`src/rtl/add_seq_arbiter.sv`:
```
// rtl/add_seq_arbiter.sv - round-robin arbiter feeding one time-shared 16-bit adder
//
// Adder16Bit : 16-bit carry-select adder slice (8-bit ripple low half,
//              duplicated high half selected by the low carry).
// add_seq_arbiter : NREQ requesters share one Adder16Bit; a granted W-bit add
//              (W = 16*WORDS) is performed one 16-bit slice per cycle, LSB first.
//
// Ports (add_seq_arbiter):
//   clk, rst_n               clock, asynchronous active-low reset
//   req_valid/req_ready      per-requester handshake, ready is one-hot or zero
//   req_a, req_b, req_cin    packed operands (requester i at [i*W +: W]) and carry-in
//   rsp_valid/rsp_ready      result handshake
//   rsp_id, rsp_sum, rsp_cout  owner index, W-bit sum, final carry-out
//   rsp_ovf                  two's-complement overflow, only when ADD_SEQ_OVF_EN is defined

module Adder16Bit (
  input  logic [15:0] a_i,
  input  logic [15:0] b_i,
  input  logic        cin_i,
  output logic [15:0] sum_o,
  output logic        cout_o
);
  logic [8:0] lo;
  logic [8:0] hi0;
  logic [8:0] hi1;

  assign lo  = {1'b0, a_i[7:0]} + {1'b0, b_i[7:0]} + {8'b0, cin_i};
  // Both high-half outcomes are formed up front; the low carry only selects.
  assign hi0 = {1'b0, a_i[15:8]} + {1'b0, b_i[15:8]};
  assign hi1 = hi0 + 9'd1;

  assign sum_o[7:0]           = lo[7:0];
  assign {cout_o, sum_o[15:8]} = lo[8] ? hi1 : hi0;
endmodule

module add_seq_arbiter #(
  parameter int NREQ  = 4,
  parameter int WORDS = 2
) (
  input  logic                        clk,
  input  logic                        rst_n,
  input  logic [NREQ-1:0]             req_valid,
  output logic [NREQ-1:0]             req_ready,
  input  logic [NREQ*16*WORDS-1:0]    req_a,
  input  logic [NREQ*16*WORDS-1:0]    req_b,
  input  logic [NREQ-1:0]             req_cin,
  output logic                        rsp_valid,
  input  logic                        rsp_ready,
  output logic [$clog2(NREQ)-1:0]     rsp_id,
  output logic [16*WORDS-1:0]         rsp_sum,
`ifdef ADD_SEQ_OVF_EN
  output logic                        rsp_ovf,
`endif
  output logic                        rsp_cout
);
  localparam int W   = 16 * WORDS;
  localparam int IDW = $clog2(NREQ);
  localparam int SW  = (WORDS > 1) ? $clog2(WORDS) : 1;

  typedef enum logic [1:0] {IDLE, RUN, DONE} state_t;

  state_t         state_q, state_d;
  logic [IDW-1:0] rr_ptr_q, rr_ptr_d;
  logic [IDW-1:0] id_q, id_d;
  logic [W-1:0]   a_q, a_d;
  logic [W-1:0]   b_q, b_d;
  logic [W-1:0]   sum_q, sum_d;
  logic           carry_q, carry_d;
  logic [SW-1:0]  slice_q, slice_d;
`ifdef ADD_SEQ_OVF_EN
  logic           ovf_q, ovf_d;
`endif

  logic           grant_any;
  logic [IDW-1:0] grant_idx;
  logic           accept;
  logic [W-1:0]   sel_a;
  logic [W-1:0]   sel_b;
  logic           sel_cin;
  logic [15:0]    slice_sum;
  logic           slice_cout;
  logic [W+15:0]  sum_cat;

  // Round-robin search: the lowest offset from rr_ptr with a valid request wins.
  always_comb begin
    int             cand;
    logic [IDW-1:0] cand_idx;
    grant_any = 1'b0;
    grant_idx = '0;
    cand      = 0;
    cand_idx  = '0;
    for (int off = NREQ - 1; off >= 0; off--) begin
      cand     = (int'(rr_ptr_q) + off) % NREQ;
      cand_idx = cand[IDW-1:0];
      if (req_valid[cand_idx]) begin
        grant_any = 1'b1;
        grant_idx = cand_idx;
      end
    end
  end

  always_comb begin
    sel_a   = '0;
    sel_b   = '0;
    sel_cin = 1'b0;
    for (int i = 0; i < NREQ; i++) begin
      if (grant_idx == i[IDW-1:0]) begin
        sel_a   = req_a[i*W +: W];
        sel_b   = req_b[i*W +: W];
        sel_cin = req_cin[i];
      end
    end
  end

  // Gated by rst_n so no requester sees an accept while reset is held.
  assign accept    = rst_n && (state_q == IDLE) && grant_any;
  assign req_ready = accept ? (NREQ'(1) << grant_idx) : '0;

  // Operands are shifted down each RUN cycle, so the active slice is always [15:0].
  Adder16Bit u_add (
    .a_i    (a_q[15:0]),
    .b_i    (b_q[15:0]),
    .cin_i  (carry_q),
    .sum_o  (slice_sum),
    .cout_o (slice_cout)
  );

  // Result slices enter at the top and shift down; after WORDS slices slice 0 is at the bottom.
  assign sum_cat = {slice_sum, sum_q};

  always_comb begin
    state_d  = state_q;
    rr_ptr_d = rr_ptr_q;
    id_d     = id_q;
    a_d      = a_q;
    b_d      = b_q;
    sum_d    = sum_q;
    carry_d  = carry_q;
    slice_d  = slice_q;
`ifdef ADD_SEQ_OVF_EN
    ovf_d    = ovf_q;
`endif
    case (state_q)
      IDLE: begin
        if (accept) begin
          a_d      = sel_a;
          b_d      = sel_b;
          carry_d  = sel_cin;
          id_d     = grant_idx;
          slice_d  = '0;
          rr_ptr_d = (grant_idx == IDW'(NREQ - 1)) ? '0 : grant_idx + 1'b1;
          state_d  = RUN;
        end
      end
      RUN: begin
        a_d     = a_q >> 16;
        b_d     = b_q >> 16;
        sum_d   = sum_cat[W+15:16];
        carry_d = slice_cout;
        slice_d = slice_q + 1'b1;
        if (slice_q == SW'(WORDS - 1)) begin
          state_d = DONE;
`ifdef ADD_SEQ_OVF_EN
          // Carry into the sign bit recovered from the sign-bit sum, xor carry-out.
          ovf_d   = (slice_sum[15] ^ a_q[15] ^ b_q[15]) ^ slice_cout;
`endif
        end
      end
      DONE: begin
        if (rsp_ready) begin
          state_d = IDLE;
        end
      end
      default: state_d = IDLE;
    endcase
  end

  always_ff @(posedge clk or negedge rst_n) begin
    if (!rst_n) begin
      state_q  <= IDLE;
      rr_ptr_q <= '0;
      id_q     <= '0;
      a_q      <= '0;
      b_q      <= '0;
      sum_q    <= '0;
      carry_q  <= 1'b0;
      slice_q  <= '0;
`ifdef ADD_SEQ_OVF_EN
      ovf_q    <= 1'b0;
`endif
    end else begin
      state_q  <= state_d;
      rr_ptr_q <= rr_ptr_d;
      id_q     <= id_d;
      a_q      <= a_d;
      b_q      <= b_d;
      sum_q    <= sum_d;
      carry_q  <= carry_d;
      slice_q  <= slice_d;
`ifdef ADD_SEQ_OVF_EN
      ovf_q    <= ovf_d;
`endif
    end
  end

  assign rsp_valid = (state_q == DONE);
  assign rsp_sum   = sum_q;
  assign rsp_cout  = carry_q;
  assign rsp_id    = id_q;
`ifdef ADD_SEQ_OVF_EN
  assign rsp_ovf   = ovf_q;
`endif
endmodule
```
`config.mk`:
```
export PLATFORM = sky130hd
export DESIGN_NAME = add_seq_arbiter
export DESIGN_NICKNAME = d
export VERILOG_FILES = /design/src/rtl/add_seq_arbiter.sv
export SDC_FILE = /design/constraint.sdc
export NUM_CORES = 1
export LEC_CHECK = 0
export BUFFER_PORTS_ARGS = -buffer_cell sky130_fd_sc_hd__buf_4
export CAP_MARGIN = 15
export CORE_ASPECT_RATIO = 1.4
export CORE_MARGIN = 8
export CORE_UTILIZATION = 33
export CTS_BUF_LIST = sky130_fd_sc_hd__clkbuf_4
export CTS_CLUSTER_DIAMETER = 30
export DETAILED_ROUTE_END_ITERATION = 12
export PLACE_DENSITY = 0.63
export SYNTH_ARGS = -nofsm -noshare
export SYNTH_HDL_FRONTEND = slang
export SYNTH_SLANG_ARGS = --single-unit
```
`constraint.sdc`:
```
create_clock -name clk -period 2.3 [get_ports clk]
set_input_delay 0 -clock clk [delete_from_list [all_inputs] [get_ports clk]]
set_output_delay 0 -clock clk [all_outputs]
set_load 0.005 [all_outputs]
```
==> flow_metrics.env, run 1 <==
export IMPL_clkPwrFrac=0.068
export IMPL_synth_edf_count=0
export IMPL_ff2ff_setup_slack_ns=-0.26
export IMPL_die_x_um=139
export IMPL_cap_viol_max_count=0
export IMPL_critical_path_max_fanout=8
export IMPL_power_frac_seq=0.245
export IMPL_final_common_cell="buf_4"
export IMPL_syn_area_um2=7020
export IMPL_multi_input_area_um2=4930
export IMPL_drt_iter0_drc=480
export IMPL_dpl_cell_count=1428
export IMPL_comb_power_share=0.686
export IMPL_wl_per_cell_um=20.8
export IMPL_dpl_instance_area_um2=10200
export IMPL_track_usage=0.231
export IMPL_cts_tree="yes"
export IMPL_hold_viol_final=0
export IMPL_endpoint_kind="flop"
export IMPL_final_nets=1600
export IMPL_fillCellCount=1718
export IMPL_power_ir_vdd_worst_mv=0.575
export IMPL_cts_max_level=3
export IMPL_cts_buffers=9
export IMPL_synthToLayoutAreaGrowth_pct=79.1
export IMPL_cts_sinks=104
export IMPL_via_count=8658
export IMPL_post_place_ws_ns=-0.272
export IMPL_place_port_buffers=306
export IMPL_synthCells=844
export IMPL_seqCellArea_um2=2610
export IMPL_drtPass1Iterations=5
export IMPL_wirelength_mm=32.8
export IMPL_cp_start_kind="flop"
export IMPL_grt_max_degree=54
export IMPL_yosys_warnings=0
export IMPL_yosysTopAreaCell="dfrtp_1"
export IMPL_fin_area_um2=12600
export IMPL_synth_area_leaders="dfrtp_1 (37%), a22oi_1 (9.9%), nand2_1 (7.8%)"
export IMPL_intPower_mw=7.23
export IMPL_final_layout_size_suffix_gt1_frac=0.449
export IMPL_r2r_start="rr_ptr_q[1]$_DFFE_PN0P_"
export IMPL_post_route_period_util=1.11
export IMPL_grt_pass1_wl_mm=48.2
export IMPL_avgViaCountPerCell=5.49
export IMPL_critPathLaunch="rr_ptr_q[1]$_DFFE_PN0P_"
export IMPL_status="finished with violations"
export IMPL_fin_cells=1577
export IMPL_layout_common_cells="buf_4 (391), nand2_1 (146), dfrtp_1 (102), dlygate4sd3_1 (102), a22oi_1 (65)"
export IMPL_gr_total_overflow=0
export IMPL_final_util=0.598
export IMPL_synth_top_area_share=0.371
export IMPL_synth_fp_nets=1134
export IMPL_cp_arrival_ns=3.00
export IMPL_fin_worst_skew_ns=0.0239
export IMPL_drcViolationCount=0
export IMPL_crit_type="reg -> reg"
export IMPL_max_freq_mhz=391
export IMPL_hpwl_mm=22.6
export IMPL_fin_total_pwr_mw=13.1
export IMPL_cp_endpoint="b_q[5]$_DFFE_PN0P_"
export IMPL_fin_ws_ns=-0.259
export IMPL_clk_transition_reported_paths_ns=0.17
export IMPL_rsz0062_at_grt="yes"
export IMPL_async_flop_share=1.00
export IMPL_switching_share=0.449
export IMPL_worst_pin_slew_ns=1.18
export IMPL_cp_required_ns=2.74
export IMPL_insertion_delay_ns=0.50
export IMPL_grt_pass1_vias=9089
export IMPL_synth_seq_cells=104
export IMPL_reg2reg_depth=12
export IMPL_fin_setup_tns_ns=-3.46
export IMPL_fp_row_count=63
export IMPL_power_density_nw_per_um2=1040
export IMPL_ys_flop_type="dfrtp_1"
export IMPL_gp_congestion=0.874
export IMPL_ys_seq_area_frac=0.371
export IMPL_hold_path_class="in -> reg"
export IMPL_p_leak_nw=5.70
export IMPL_hold_ws_ns=0.0140
export IMPL_maxSlewHeadroom=0.217
export IMPL_slew_viol_final=0
export IMPL_setup_viol=59
export IMPL_clock_path_buffers=2
export IMPL_worstReg2RegEnd="b_q[5]$_DFFE_PN0P_"
export IMPL_grt_antenna_before_repair=3
export IMPL_postRouteAntennaNets=0
export IMPL_io_pin_count=307
export IMPL_core_area_um2=21000
export IMPL_switching_power_mw=5.89
export IMPL_dieArea_um2=26300
export IMPL_violations="setup timing"
export IMPL_start_util=0.334
export IMPL_root_buffer="clkbuf_4"
export IMPL_die_y_um=189
export IMPL_syn_area_per_cell_um2=8.32
export IMPL_ys_types=50
export IMPL_period_minus_slack_ns=2.56
## synth_stat cells, types with 20 or more instances
| cell type | instances |
|---|---|
| nand2_1 | 146 |
| dfrtp_1 | 104 |
| a22oi_1 | 93 |
| clkbuf_1 | 60 |
| o21ai_0 | 55 |
| a21oi_1 | 46 |
| nor2_1 | 43 |
| nor2b_1 | 38 |
| o31ai_1 | 34 |
| a221oi_1 | 33 |
| a22o_1 | 32 |
| o21ai_1 | 29 |
| ha_1 | 20 |
## cells by family after synthesis
kind of cell               Yosys count  share of synthesized area
buffers and inverters               87                     0.0481
adders and majority gates           23                     0.0442
AOI/OAI and AO/OA                  356                      0.353
xor gates and xnor gates            10                     0.0125
muxes                                3                    0.00445
and+or+nand+nor                    261                      0.167
DFF                                104                      0.371
## registers in the layout (all words and copies together), names as in the netlist
register,cells
a_q,32
b_q,32
rsp_sum,32
rr_ptr_q,2
rsp_id,2
state_q,2
rsp_cout,1
slice_q,1
## worst max-delay path, cell delays in order, from the launching register on
cell and delay, ns:
dfrtp_2 0.45, a21oi_2 0.06, o21a_1 0.20, o22ai_4 0.23, ha_2 0.22, nor2b_4 0.26, buf_12 0.19, buf_8 0.14
a221oi_2 0.06, o31ai_1 0.32, buf_4 0.17, a22oi_2 0.04, o21ai_1 0.14
## metal layers
metal,vias up,GRT usage,share of wire
met5,-,0,0
met4,0,0.131,0.056
met3,111,0.0494,0.061
met2,366,0.408,0.52
met1,4099,0.251,0.37
li1,4082,-,-
## area by class of cell
| type | count | area share |
|---|---|---|
| Antenna cell | 3 | 0.000597 |
| Timing Repair Buffer | 529 | 0.361 |
| Inverter | 13 | 0.00388 |
| Tap cell | 260 | 0.0259 |
| Clock inverter | 6 | 0.00408 |
| Sequential cell | 104 | 0.207 |
| Clock buffer | 9 | 0.00537 |
| Multi-Input combinational cell | 653 | 0.392 |
## how the worst min path moves through the flow
stage	startpoint	to	slack, ns	depth (start not counted)
global placement	rst_n	rsp_sum[22]$_DFFE_PN0P_	0.29	2
CTS	req_b[49]	b_q[17]$_DFFE_PN0P_	0.001	6
floorplan	rst_n	a_q[0]$_DFFE_PN0P_	-0.30	0
detailed placement	rst_n	rsp_sum[23]$_DFFE_PN0P_	0.28	2
global route	req_b[18]	b_q[18]$_DFFE_PN0P_	0.02	6
finish	req_a[67]	a_q[3]$_DFFE_PN0P_	0.01	5
## power groups by stage
stage / logic [mW] / registers [mW] / clock network [mW]
detailed placement: 7.01 / 3.26 / 0
global placement: 6.91 / 3.24 / 0
floorplan: 4.14 / 3.02 / 0
global route: 9.74 / 3.32 / 1.01
finish: 9.00 / 3.22 / 0.896
CTS: 8.20 / 3.22 / 0.927
## timing repair
action | CTS | global route
hold buffers | 101 | 1
resized for setup | 136 | 90
endpoints found under the hold margin | 116 | 1
setup buffers | 16 | 12
cloned | 1 | 2
pin swaps | 38 | 68
setup endpoints to repair | 72 | 74
No activity file was read; power rests on OpenSTA's default activity.
==> inputs of run 2 (changes only) <==
- PLACE_DENSITY: 0.63 -> 0.61
- clock period: 2.3 -> 2.85 ns (I/O delays scaled with it)
==> flow_metrics.env, run 2 (synthesis results as in run 1) <==
export IMPL_die_y_um=189
export IMPL_power_density_nw_per_um2=803
export IMPL_final_common_cell="buf_4"
export IMPL_cp_start_kind="flop"
export IMPL_critPathMaxStageDelay_ns=0.48
export IMPL_power_ir_vdd_worst_mv=0.444
export IMPL_status="finished clean"
export IMPL_cts_sinks=104
export IMPL_clock_path_buffers=2
export IMPL_wirelength_mm=29.1
export IMPL_crit_type="reg -> reg"
export IMPL_place_port_buffers=306
export IMPL_drt_iter0_drc=411
export IMPL_fin_worst_skew_ns=0.0207
export IMPL_synthToLayoutAreaGrowth_pct=53.3
export IMPL_cts_tree="yes"
export IMPL_period_minus_slack_ns=2.70
export IMPL_critPathSlowestCell="dfrtp_1"
export IMPL_grt_pass1_vias=8115
export IMPL_clkPwrFrac=0.092
export IMPL_hold_viol_final=0
export IMPL_reg2reg_depth=9
export IMPL_cap_viol_max_count=0
export IMPL_drtPass1Iterations=5
export IMPL_critical_path_max_fanout=4
export IMPL_via_count=7922
export IMPL_start_util=0.334
export IMPL_drcViolationCount=0
export IMPL_cts_max_level=3
export IMPL_avgViaCountPerCell=5.38
export IMPL_layout_common_cells="buf_4 (330), nand2_1 (146), dfrtp_1 (104)"
export IMPL_setup_viol=0
export IMPL_dieArea_um2=26300
export IMPL_path_depth=9
export IMPL_core_area_um2=21000
export IMPL_grt_max_degree=61
export IMPL_fillCellCount=1994
export IMPL_grt_pass1_wl_mm=44.3
export IMPL_postRouteAntennaNets=0
export IMPL_wl_per_cell_um=19.7
export IMPL_grt_antenna_before_repair=1
export IMPL_slew_viol_final=0
export IMPL_post_route_period_util=0.946
export IMPL_clk_transition_reported_paths_ns=0.15
export IMPL_rsz0062_at_grt="no"
export IMPL_cts_buffers=9
export IMPL_power_frac_seq=0.304
export IMPL_comb_power_share=0.604
export IMPL_endpoint_kind="flop"
export IMPL_insertion_delay_ns=0.48
export IMPL_fin_setup_tns_ns=0
export IMPL_final_nets=1498
export IMPL_worstReg2RegEnd="rsp_sum[31]$_DFFE_PN0P_"
export IMPL_final_layout_size_suffix_gt1_frac=0.306
export IMPL_hold_path_class="in -> reg"
export IMPL_cp_required_ns=3.23
export IMPL_hpwl_mm=22.2
export IMPL_crit_chain="inv_1, fa_1, fa_1, nor2b_1, o31ai_2, a21oi_1, nor2b_1, a211o_1, nand3_1"
export IMPL_die_x_um=139
export IMPL_track_usage=0.212
export IMPL_switching_power_mw=3.93
export IMPL_critPathLaunch="rsp_cout$_DFFE_PN0P_"
export IMPL_cp_endpoint="rsp_sum[31]$_DFFE_PN0P_"
export IMPL_io_pin_count=307
export IMPL_cp_arrival_ns=3.07
export IMPL_fp_row_count=63
export IMPL_intPower_mw=4.71
export IMPL_gp_congestion=0.914
export IMPL_ff2ff_setup_slack_ns=0.15
export IMPL_worst_pin_slew_ns=0.785
export IMPL_gr_total_overflow=0
export IMPL_cp_buffers_inverters=1
export IMPL_root_buffer="clkbuf_4"
export IMPL_max_freq_mhz=371
export IMPL_crit_family="adder cells"
export IMPL_final_util=0.512
export IMPL_p_leak_nw=4.98
export IMPL_r2r_start="rsp_cout$_DFFE_PN0P_"
export IMPL_maxSlewHeadroom=0.476
export IMPL_switching_share=0.455
## run 2: worst reg2reg max path: stages (launching register included)
cell	delay [ns]
dfrtp_1	0.48
inv_1	0.12
fa_1	0.48
fa_1	0.43
nor2b_1	0.19
o31ai_2	0.12
a21oi_1	0.33
nor2b_1	0.24
a211o_1	0.15
nand3_1	0.07
## run 2: area by class of cell
type                            count  area (µm²)  share of cell area
Timing Repair Buffer              427        3510               0.326
Sequential cell                   104        2600               0.242
Inverter                           13        48.8             0.00453
Clock inverter                      4        55.1             0.00511
Multi-Input combinational cell    653        4140               0.385
Tap cell                          260         325              0.0302
Antenna cell                        1        2.50            0.000232
Clock buffer                       11        82.6             0.00767
## run 2: what timing repair did
action,CTS,global route
hold buffers,91,0
setup buffers,0,0
resized for setup,0,2
endpoints found under the setup margin,0,2
endpoints found under the hold margin,110,0
## run 2: worst min-delay path by stage
stage / end / start / slack (ns) / cells past startpoint
2_1_floorplan: a_q[0]$_DFFE_PN0P_ / rst_n / -0.30 / 0
4_1_cts: a_q[1]$_DFFE_PN0P_ / req_a[65] / 0.0004 / 5
6_report: b_q[24]$_DFFE_PN0P_ / req_b[88] / 0.02 / 4
3_3_place_gp: rsp_sum[20]$_DFFE_PN0P_ / rst_n / 0.25 / 2
5_1_grt: a_q[26]$_DFFE_PN0P_ / req_a[90] / 0.03 / 4
3_5_place_dp: rsp_sum[3]$_DFFE_PN0P_ / rst_n / 0.24 / 2
## run 2: power by group through the flow
stage	Sequential [mW]	Clock, mW	Combinational (mW)
after global placement	2.66	0	5.07
after floorplan	2.44	0	3.32
after detailed placement	2.67	0	5.13
after global routing	2.71	0.874	5.80
final	2.63	0.794	5.22
after CTS	2.64	0.827	5.24
## run 2: per-stage QoR
stage	setup slack (ns)	cell area (µm²)	instances	hold WS [ns]	power, mW
floorplan	0.423	7020	844	-0.296	5.76
global placement	0.222	9710	1366	0.250	7.74
detailed placement	0.107	9710	1366	0.240	7.80
CTS	0.0720	10800	1472	0.000435	8.71
global route	0.00360	10800	1473	0.0273	9.39
finish	0.154	10800	1473	0.0172	8.65
## run 2: metal layers
metal	vias to the layer above	wire, µm	track usage
met5	-	0	0
met4	0	835	0.0839
met3	46	1620	0.0448
met2	291	14900	0.367
met1	3720	11700	0.251
li1	3865	-	-
==> inputs of run 3 (changes only) <==
- MAX_ROUTING_LAYER: default -> met4
==> flow_metrics.env, run 3 (synthesis results as in run 1) <==
export IMPL_max_freq_mhz=371
export IMPL_final_nets=1498
export IMPL_fin_setup_tns_ns=0
export IMPL_setup_viol=0
export IMPL_final_layout_size_suffix_gt1_frac=0.306
export IMPL_postRouteAntennaNets=0
export IMPL_avgViaCountPerCell=5.39
export IMPL_cts_tree="yes"
export IMPL_min_from="req_a[65]"
export IMPL_cts_max_level=3
export IMPL_hold_viol_final=0
export IMPL_grt_antenna_before_repair=1
export IMPL_p_leak_nw=4.98
export IMPL_die_x_um=139
export IMPL_cp_arrival_ns=3.08
export IMPL_slew_viol_final=0
export IMPL_critPathLaunch="rsp_cout$_DFFE_PN0P_"
export IMPL_start_util=0.334
export IMPL_grt_pass1_vias=8117
export IMPL_insertion_delay_ns=0.49
export IMPL_power_density_nw_per_um2=803
export IMPL_hold_depth=5
export IMPL_die_y_um=189
export IMPL_hpwl_mm=22.2
export IMPL_multi_input_area_um2=4140
export IMPL_post_place_ws_ns=0.107
export IMPL_io_pin_count=307
export IMPL_clock_path_buffers=2
export IMPL_dpl_cell_count=1366
export IMPL_drcViolationCount=0
export IMPL_fin_ws_ns=0.152
export IMPL_wirelength_mm=29.1
export IMPL_cts_buffers=9
export IMPL_layout_common_cells="buf_4 (330), nand2_1 (146), dfrtp_1 (104)"
export IMPL_final_common_cell="buf_4"
export IMPL_via_count=7939
export IMPL_crit_type="reg -> reg"
export IMPL_gr_total_overflow=0
export IMPL_drt_iter0_drc=424
export IMPL_critical_path_max_fanout=4
export IMPL_grt_pass1_wl_mm=44.3
export IMPL_status="finished clean"
export IMPL_fp_row_count=63
export IMPL_place_port_buffers=306
export IMPL_cts_sinks=104
export IMPL_r2r_start="rsp_cout$_DFFE_PN0P_"
export IMPL_root_buffer="clkbuf_4"
export IMPL_fin_total_pwr_mw=8.65
export IMPL_clk_transition_reported_paths_ns=0.16
export IMPL_track_usage=0.218
export IMPL_maxSlewHeadroom=0.475
export IMPL_reg2reg_depth=9
export IMPL_cap_viol_max_count=0
export IMPL_hold_ws_ns=0.0304
export IMPL_seqCellArea_um2=2600
export IMPL_worst_pin_slew_ns=0.787
export IMPL_grt_max_degree=61
export IMPL_post_route_period_util=0.947
export IMPL_fillCellCount=1993
export IMPL_hold_path_class="in -> reg"
export IMPL_core_area_um2=21000
export IMPL_fin_cells=1474
export IMPL_wl_per_cell_um=19.8
export IMPL_rsz0062_at_grt="no"
export IMPL_cp_start_kind="flop"
export IMPL_cp_required_ns=3.23
export IMPL_synthToLayoutAreaGrowth_pct=53.3
export IMPL_drtPass1Iterations=5
export IMPL_dieArea_um2=26300
export IMPL_power_ir_vdd_worst_mv=0.449
export IMPL_endpoint_kind="flop"
export IMPL_gp_congestion=0.930
export IMPL_fin_worst_skew_ns=0.0182
export IMPL_period_minus_slack_ns=2.70
run 3: cell types whose count changed in the layout (fill, tap and decap cells not counted):
cell	previous run	this run
diode_2	1	2
run 3: power by group:
part | internal [mW] | leakage (nW) | switching, mW
sequential | 2.08 | 1.36 | 0.549
combinational | 2.35 | 3.54 | 2.88
clock | 0.288 | 0.0736 | 0.506
total | 4.71 | 4.98 | 3.94
run 3: worst paths after layout:
| check | end | slack [ns] |
|---|---|---|
| min in group asynchronous | slice_q$_DFFE_PN0P_ | 0.22 |
| setup reg to reg | rsp_sum[31]$_DFFE_PN0P_ | 0.15 |
| hold / removal | a_q[1]$_DFFE_PN0P_ | 0.03 |
| setup / recovery | rsp_sum[31]$_DFFE_PN0P_ | 0.15 |
| max in group asynchronous | a_q[26]$_DFFE_PN0P_ | 1.41 |
| hold reg to reg | rsp_sum[0]$_DFFE_PN0P_ | 0.49 |
run 3: area by class of cell:
type | count | area share
multi-input combinational | 653 | 0.385
timing repair buffer | 427 | 0.326
sequential | 104 | 0.242
tap | 260 | 0.0302
clock buffer | 11 | 0.00767
clock inverter | 4 | 0.00511
inverter | 13 | 0.00453
antenna | 2 | 0.000465
run 3: metal layers:
metal | track usage | share of wire | vias up
met2 | 0.368 | 0.51 | 293
li1 | - | - | 3864
met1 | 0.257 | 0.41 | 3733
met5 | - | 0 | -
met3 | 0.0347 | 0.048 | 49
met4 | 0.0822 | 0.031 | 0
run 3: metrics by stage:
stage / utilization / cell area, µm²
after detailed placement: 0.461 / 9710
after floorplan: - / 7020
after global routing: 0.512 / 10800
after global placement: 0.461 / 9710
final: 0.512 / 10800
after CTS: 0.511 / 10800
run 3: worst max-delay path, cell delays in order (launching register included):
cell and delay (ns):
dfrtp_1 0.47, inv_1 0.12, fa_1 0.49, fa_1 0.43, nor2b_1 0.19, o31ai_2 0.12, a21oi_1 0.33, nor2b_1 0.24
a211o_1 0.15, nand3_1 0.07
run 3: repair_timing:
| item | in CTS | in global routing |
|---|---|---|
| setup buffers | 0 | 0 |
| gates resized for setup | 0 | 2 |
| endpoints found under the hold margin | 110 | 0 |
| setup endpoints to repair | 0 | 2 |
| hold buffers | 91 | 0 |
